--- src/rtl/mcdf_arbiter_rr.sv ---
`default_nettype none
// ============================================================================
// Module   : mcdf_arbiter_rr
// Brief    : MCDF channel arbiter. Priority plus fixed/round-robin tie-break,
//            grant locked for a whole packet, slave signals muxed to formatter.
// Revision : 1.0
// ============================================================================
module mcdf_arbiter_rr #(
    parameter int CH_NUM   = 4,
    parameter int DW       = 32,
    parameter int PRIO_W   = 2,
    parameter int PKGLEN_W = 3,
    parameter int ID_W     = $clog2(CH_NUM)
) (
    input  logic                     clk_i,
    input  logic                     rstn_i,
    input  logic                     arb_mode_i,
    input  logic [CH_NUM*PRIO_W-1:0] slv_prio_i,
    input  logic [CH_NUM*PKGLEN_W-1:0] slv_pkglen_i,
    input  logic [CH_NUM*DW-1:0]     slv_data_i,
    input  logic [CH_NUM-1:0]        slv_req_i,
    input  logic [CH_NUM-1:0]        slv_val_i,
    input  logic [CH_NUM-1:0]        slv_end_i,
    input  logic                     f2a_id_req_i,
    input  logic                     f2a_ack_i,
    output logic [CH_NUM-1:0]        a2s_ack_o,
    output logic                     a2f_val_o,
    output logic [DW-1:0]            a2f_data_o,
    output logic [PKGLEN_W-1:0]      a2f_pkglen_sel_o,
    output logic                     a2f_end_o,
    output logic [ID_W-1:0]          a2f_id_o,
    output logic                     a2f_id_val_o
);

    localparam logic [0:0] IDLE = 1'b0;
    localparam logic [0:0] LOCK = 1'b1;

    logic [0:0]          r_state;
    logic [ID_W-1:0]     r_id;
    logic [ID_W-1:0]     r_rr_ptr;

    logic [PRIO_W-1:0]   w_min_prio;
    logic [CH_NUM-1:0]   w_elig;
    logic [ID_W-1:0]     w_win_fixed;
    logic [ID_W-1:0]     w_win_rr;
    logic                w_found_fixed;
    logic                w_found_rr;
    logic [ID_W-1:0]     w_winner;
    logic                w_decide;
    logic                w_done;
    logic                w_lock;

    logic                w_val;
    logic                w_end;
    logic [DW-1:0]       w_data;
    logic [PKGLEN_W-1:0] w_pkglen;

    // Eligible set: requesting channels sharing the numerically smallest priority
    always_comb begin
        w_min_prio = '1;
        for (int k = 0; k < CH_NUM; k++) begin
            if (slv_req_i[k] && (slv_prio_i[k*PRIO_W +: PRIO_W] < w_min_prio)) begin
                w_min_prio = slv_prio_i[k*PRIO_W +: PRIO_W];
            end
        end
        w_elig = '0;
        for (int k = 0; k < CH_NUM; k++) begin
            w_elig[k] = slv_req_i[k] && (slv_prio_i[k*PRIO_W +: PRIO_W] == w_min_prio);
        end
    end

    always_comb begin
        w_win_fixed   = '0;
        w_found_fixed = 1'b0;
        for (int k = 0; k < CH_NUM; k++) begin
            if (w_elig[k] && !w_found_fixed) begin
                w_win_fixed   = ID_W'(k);
                w_found_fixed = 1'b1;
            end
        end
        // Cyclic scan starting at the round-robin pointer
        w_win_rr   = '0;
        w_found_rr = 1'b0;
        for (int i = 0; i < CH_NUM; i++) begin
            if (w_elig[(int'(r_rr_ptr) + i) % CH_NUM] && !w_found_rr) begin
                w_win_rr   = ID_W'((int'(r_rr_ptr) + i) % CH_NUM);
                w_found_rr = 1'b1;
            end
        end
    end

    assign w_winner = arb_mode_i ? w_win_rr : w_win_fixed;
    assign w_lock   = (r_state == LOCK);
    assign w_decide = (r_state == IDLE) && f2a_id_req_i && (|slv_req_i);

    always_comb begin
        w_val    = 1'b0;
        w_end    = 1'b0;
        w_data   = '0;
        w_pkglen = '0;
        for (int k = 0; k < CH_NUM; k++) begin
            if (ID_W'(k) == r_id) begin
                w_val    = slv_val_i[k];
                w_end    = slv_end_i[k];
                w_data   = slv_data_i[k*DW +: DW];
                w_pkglen = slv_pkglen_i[k*PKGLEN_W +: PKGLEN_W];
            end
        end
    end

    assign w_done = w_lock && f2a_ack_i && w_end && w_val;

    always_ff @(posedge clk_i or negedge rstn_i) begin
        if (!rstn_i) begin
            r_state  <= IDLE;
            r_id     <= '0;
            r_rr_ptr <= '0;
        end else begin
            case (r_state)
                IDLE: begin
                    if (w_decide) begin
                        r_state <= LOCK;
                        r_id    <= w_winner;
                    end
                end
                LOCK: begin
                    if (w_done) begin
                        r_state  <= IDLE;
                        r_rr_ptr <= (r_id == ID_W'(CH_NUM - 1)) ? '0 : r_id + ID_W'(1);
                    end
                end
                default: r_state <= IDLE;
            endcase
        end
    end

    always_comb begin
        a2s_ack_o = '0;
        for (int k = 0; k < CH_NUM; k++) begin
            if (ID_W'(k) == r_id) begin
                a2s_ack_o[k] = w_lock && f2a_ack_i;
            end
        end
    end

    assign a2f_val_o        = w_lock && w_val;
    assign a2f_end_o        = w_lock && w_end;
    assign a2f_data_o       = w_lock ? w_data   : '0;
    assign a2f_pkglen_sel_o = w_lock ? w_pkglen : '0;
    assign a2f_id_o         = r_id;
    assign a2f_id_val_o     = w_lock;

endmodule
`default_nettype wire

--- config.mk ---
export PLATFORM = sky130hd
export DESIGN_NAME = mcdf_arbiter_rr
export DESIGN_NICKNAME = d
export VERILOG_FILES = /design/src/rtl/mcdf_arbiter_rr.sv
export SDC_FILE = /design/constraint.sdc
export NUM_CORES = 1
export LEC_CHECK = 0
export BUFFER_PORTS_ARGS = -buffer_cell sky130_fd_sc_hd__buf_2
export CORE_AREA = 2 2 81 83
export DETAILED_ROUTE_END_ITERATION = 10
export DIE_AREA = 0 0 83 85
export PLACE_DENSITY = 0.78
export SYNTH_ARGS = -nofsm -noshare
export SYNTH_HDL_FRONTEND = slang
export SYNTH_SLANG_ARGS = --single-unit
--- constraint.sdc ---
create_clock -name clk_i -period 4.3 [get_ports clk_i]
set_clock_uncertainty 0.05 [all_clocks]
set_input_delay 0.86 -clock clk_i [delete_from_list [all_inputs] [get_ports clk_i]]
set_output_delay 0.86 -clock clk_i [all_outputs]
set_load 0.03 [all_outputs]
* Word-level counts from Yosys, hierarchy flattened
Index checks and enable logic that the tools add are counted.
** Operators by class
- Reductions and logical operators :: 34
- $add $sub $neg :: 4
- Magnitude comparators :: 8
- Multiplexer cells :: 55
- Bitwise logic cells :: 4
- Equality and inequality tests :: 8
** Operators by type and width (number)
- $mux 32 :: 5
- $mux 1 :: 28
- $mux 2 :: 12
- $logic_and 1x1->1 :: 21
- $mux 3 :: 5
- $lt 3x4->1 const B :: 3
- $bmux 1 s2 :: 4
- $eq 2x2->1 :: 4
- $logic_not 1->1 :: 6
- $lt 2x2->1 :: 3
- $reduce_or 2->1 :: 3
- $add 2x1->2 const B :: 2
- $add 2x2->2 const B :: 2
- $eq 2x2->1 const A :: 2
- $reduce_and 2->1 :: 2
- $reduce_or 4->1 :: 1
- $and 1x1->1 const A :: 3
- $lt 2x3->1 const B :: 1
- $eq 1x2->1 const A :: 1
- $eq 2x2->1 const B :: 1
- $logic_not 2->1 :: 1
- $lt 2x2->1 const B :: 1
- $pmux 1 s2 :: 1
- $not 1->1 :: 1
** Storage, ports and cells
- Input bits :: 165
- Register bits after elaboration :: 5

* Depth between registers and ports, before layout
- Depth after elaboration :: 27
- Depth in mapped cells :: 18
- Depth with buffers taken out :: 18

* Worst setup path before layout
No wires, ideal clock.
- Path type :: input to register
- From :: input slv_req_i[0]
- To :: register r_id[0], in the netlist a2f_id_o[0]
- Data required time :: 4.185 ns
- Path buffers :: 0
- Cell stages on the path :: 17
- Setup time :: 0.065 ns
- Setup slack :: 0.358 ns
- Arrival time :: 3.827 ns
- Cells stage by stage :: inv_1 o22ai_1 ha_1 a21oi_1 nand2_2 mux2i_4 inv_1 ha_1 nand2b_1 nor2_1 o221ai_2 nand2_2 mux2i_2 xnor2_1 nor2_1 a2111oi_1 a211o_1
** Between the ends
- Longest elaborated chain between the ends :: 26
- Elaborated cells on any way between the ends :: 59
- Those cells by class :: order compare (3); eq/ne (4); mux (29); reduce/logical (23)
** Ends and longest elaborated chain
- start: declaration :: line 21 : input logic [CH_NUM-1:0] slv_req_i,
- $logic_and 1x1->1 :: line 62 : if (slv_req_i[k] && (slv_prio_i[k*PRIO_W +: PRIO_W] < w_min_prio)) begin
- $mux 2 :: line 62
- $lt 2x2->1 :: line 62
- $logic_and 1x1->1 :: line 62
- $mux 2 :: line 62
- $lt 2x2->1 :: line 62
- $logic_and 1x1->1 :: line 62
- $mux 2 :: line 62
- [... 10 more ...]
- $mux 1 :: line 85 : if (w_elig[(int'(r_rr_ptr) + i) % CH_NUM] && !w_found_rr) begin
- $logic_not 1->1 :: line 85
- $logic_and 1x1->1 :: line 85
- $mux 1 :: line 85
- $logic_not 1->1 :: line 85
- $logic_and 1x1->1 :: line 85
- $mux 2 :: line 85
- $mux 2 :: line 92 : assign w_winner = arb_mode_i ? w_win_rr : w_win_fixed;
- end signal: assignment :: line 123 : r_id <= w_winner;
- end: declaration :: line 39 : logic [ID_W-1:0] r_id;
Parallel ways exist; a longest one is shown, timed or not. The select of a mux whose other input is x is not followed.
A chain may end at the register's enable or synchronous reset.

* Worst setup path in the final report
Ends and elaborated chain as after synthesis.

==> results.sh <==
export IMPL_crit_arrival_ns=4.15
export IMPL_synth_fp_nets=515
export IMPL_fin_tns_setup_ns=0
export IMPL_syn_to_final_growth_pct=58.91
export IMPL_grt_max_degree=45
export IMPL_rr_endpoint="r_rr_ptr[1]"
export IMPL_grt_pass1_wl_um=13300
export IMPL_ir_drop_mv=0.4392
export IMPL_die_height_um=85
export IMPL_layout_nets=707
export IMPL_p_sw_mw=1.492
export IMPL_p_int_mw=0.7670
export IMPL_crit_path_end_kind="flip-flop"
export IMPL_cts_root_buffer="clkbuf_8"
export IMPL_dpl_cell_area_sq_um=3023
export IMPL_die_area_sq_um=7055
export IMPL_dp_hpwl_um=6987
export IMPL_via_count=3225
export IMPL_drtIter0Drc=155
export IMPL_clkTransAtPathRegs_ns=0.04
export IMPL_run_status="finished clean"
export IMPL_via_per_inst=5.270
export IMPL_hold_path_class="in2async"
export IMPL_synth_main_ff_cell="dfrtp_1"
export IMPL_synth_cells=344
export IMPL_worstReg2RegStart="a2f_id_o[0]"
export IMPL_p_leak_nw=1.669
export IMPL_coreArea_sq_um=6205
export IMPL_pin_count=209
export IMPL_port_buffers=208
export IMPL_numCtsBuffers=3
export IMPL_overflow=0
export IMPL_switching_share_pct=66.05
export IMPL_diodes=0
export IMPL_path_cells="buf_2, inv_1, o22ai_1, ha_1, nand2b_1, a21oi_1, nand2_2, mux2i_4, inv_1, ha_1, nand2b_1, nor2_1, o221ai_2, nand2_2, mux2i_2, xnor2_1, nor2_1, a2111oi_1, a211o_1"
export IMPL_layout_min_cycle_time_ns=4.045
export IMPL_htreeDepth=1
export IMPL_clkLatencyLatePin_ns=0.22
export IMPL_holdBufCountCts=0
export IMPL_grt_pass1_vias=2797
export IMPL_cts_resized=0
export IMPL_drt_first_pass_iters=5
export IMPL_seqPwrFrac_pct=4.4
export IMPL_path_class="in2reg"
export IMPL_synth_seq_cells=5
export IMPL_rows=29
export IMPL_avgRoutedWirePerCell_um=14.18
export IMPL_reg2reg_depth=11
export IMPL_critPathLaunchType="input port"
export IMPL_yosysUniqueCellTypes=46
export IMPL_yosys_warnings=0
export IMPL_antenna_found_initial=0
export IMPL_rsz0062_at_grt="false"
export IMPL_cts_sinks=5
export IMPL_relSlewSlack_pct=58.21
export IMPL_crit_start="slv_req_i[0]"
export IMPL_power_mw=2.259
export IMPL_final_antenna_net_count=0
export IMPL_worst_path_max_delay_cell="a2111oi_1"
export IMPL_max_clock_freq_mhz=247.2
export IMPL_synth_edff_count=0
export IMPL_synth_area_sq_um=1931
export IMPL_clockBufferDepth=2
export IMPL_hold_viol=0
export IMPL_cts_tree="built"
export IMPL_cp_max_fo=5
export IMPL_finalCritPeriodShare_pct=94.08
export IMPL_maxCapViolations=0
export IMPL_routed_wl_um=8679
export IMPL_synthArstFlopShare_pct=100.0
export IMPL_endpoint="a2f_id_o[0]"
export IMPL_drc=0
export IMPL_design_area_sq_um=3068
export IMPL_postLayoutCoreUtil_pct=49.45
export IMPL_ys_seq_area_share_pct=6.481
export IMPL_slew_viol_final=0
export IMPL_holdWs_ns=0.3979
export IMPL_power_density_nw_per_um2=736.5
export IMPL_power_frac_clock_pct=3.8
export IMPL_post_route_cells_drive_above_1_share_pct=43.55
export IMPL_place_congestion=0.9140
export IMPL_critPathRequiredTime_ns=4.41
export IMPL_cts_setup_buffers=0
export IMPL_gr_usage_all_layers_pct=22.45
export IMPL_final_setup_viol_count=0
export IMPL_fp_dieW_um=83
export IMPL_avgSynthCellArea_sq_um=5.612
export IMPL_r2r_setup_slack_ns=1.55
export IMPL_slowest_delay_ns=0.39
export IMPL_worst_pin_slew_ns=0.6181
export IMPL_p_comb_share_pct=91.8
export IMPL_initial_core_util_pct=31.12
state kept, by name (all words and copies together) (netlist names):
register and cells:
a2f_id_o 2, r_rr_ptr 2, a2f_id_val_o 1
per-layer routing:
layer  routed length [um]  track usage [%]  share of wire (%)
met5                    0                0                  0
met2                 4567            43.48                 53
met3                  566            2.821                6.5
met1                 3459            26.78                 40
met4                   86            3.577               0.99
metrics by stage:
| step | cells | worst slack, ns |
|---|---|---|
| after floorplan | 344 | 0.3580 |
| after global placement | 608 | 0.2151 |
| after detailed placement | 608 | 0.07177 |
| after CTS | 612 | 0.2730 |
| after global routing | 612 | 0.01537 |
| final | 612 | 0.2547 |
cell usage after synthesis, types with 3 or more instances:
master	instances	area, sq um
and3_1	5	31.28
a22oi_1	36	270.3
clkbuf_1	23	86.33
dfrtp_1	5	125.1
nor2_1	119	446.7
xnor2_1	4	35.03
inv_1	9	33.78
o21ai_0	5	25.02
buf_1	5	18.77
a21oi_1	78	390.4
ha_1	6	75.07
nand2_1	5	18.77
nand3_1	3	15.01
power by group through the flow:
stage                     clock (mW)  sequential [mW]  combinational, mW
after floorplan                    0            0.120               1.50
after global placement             0           0.0978               2.06
after detailed placement           0           0.0984               2.08
after CTS                     0.0898           0.0982               2.08
after global routing          0.0962            0.101               2.28
final                         0.0866           0.0996               2.07
critical path: cells and delay by family:
family | cells | cell delay (ns)
AND/OR/NAND/NOR | 6 | 0.90
buffers and inverters | 3 | 0.22
AO/OA/AOI/OAI | 5 | 0.97
multiplexers | 2 | 0.56
adder cells (fa/ha/maj) | 2 | 0.35
XOR/XNOR | 1 | 0.26
cell families after synthesis:
| logic type | Yosys count | share of synthesized area (%) |
|---|---|---|
| AO/OA/AOI/OAI | 134 | 43.03 |
| flip-flops | 5 | 6.481 |
| XOR/XNOR | 6 | 2.722 |
| multiplexers | 3 | 2.398 |
| AND/OR/NAND/NOR | 153 | 34.29 |
| adder cells (fa/ha/maj) | 6 | 3.888 |
| buffers and inverters | 37 | 7.194 |
final cells by class:
cell class              instances  area (sq um)
flip-flops and latches          5         125.1
inverters                       9         33.78
clock buffers                   4         45.04
multi-input cells             302          1674
fillers                       645          3137
well taps                      77         96.34
repair buffers                215          1094
how the worst min path moves through the flow:
stage               slack, ns         from            to  cells past startpoint
floorplan                0.50  r_rr_ptr[0]   r_rr_ptr[0]                      2
global placement         0.57  r_rr_ptr[0]   r_rr_ptr[0]                      2
detailed placement       0.57  r_rr_ptr[0]   r_rr_ptr[0]                      2
CTS                      0.40       rstn_i  a2f_id_val_o                      1
global route             0.40       rstn_i   a2f_id_o[1]                      1
finish                   0.40       rstn_i  a2f_id_val_o                      1
placed cells by master (no fill, tap or decap), types with 3 or more instances in the layout:
cell	instances
dfrtp_1	5
nor2b_2	3
a22oi_1	36
clkbuf_8	3
and3_1	5
buf_2	208
nor2_1	119
inv_1	9
xnor2_1	4
o21ai_0	5
nand3_1	3
a21oi_1	78
buf_4	7
nand2_1	5
ha_1	4
(Power assumes the default switching activity.)
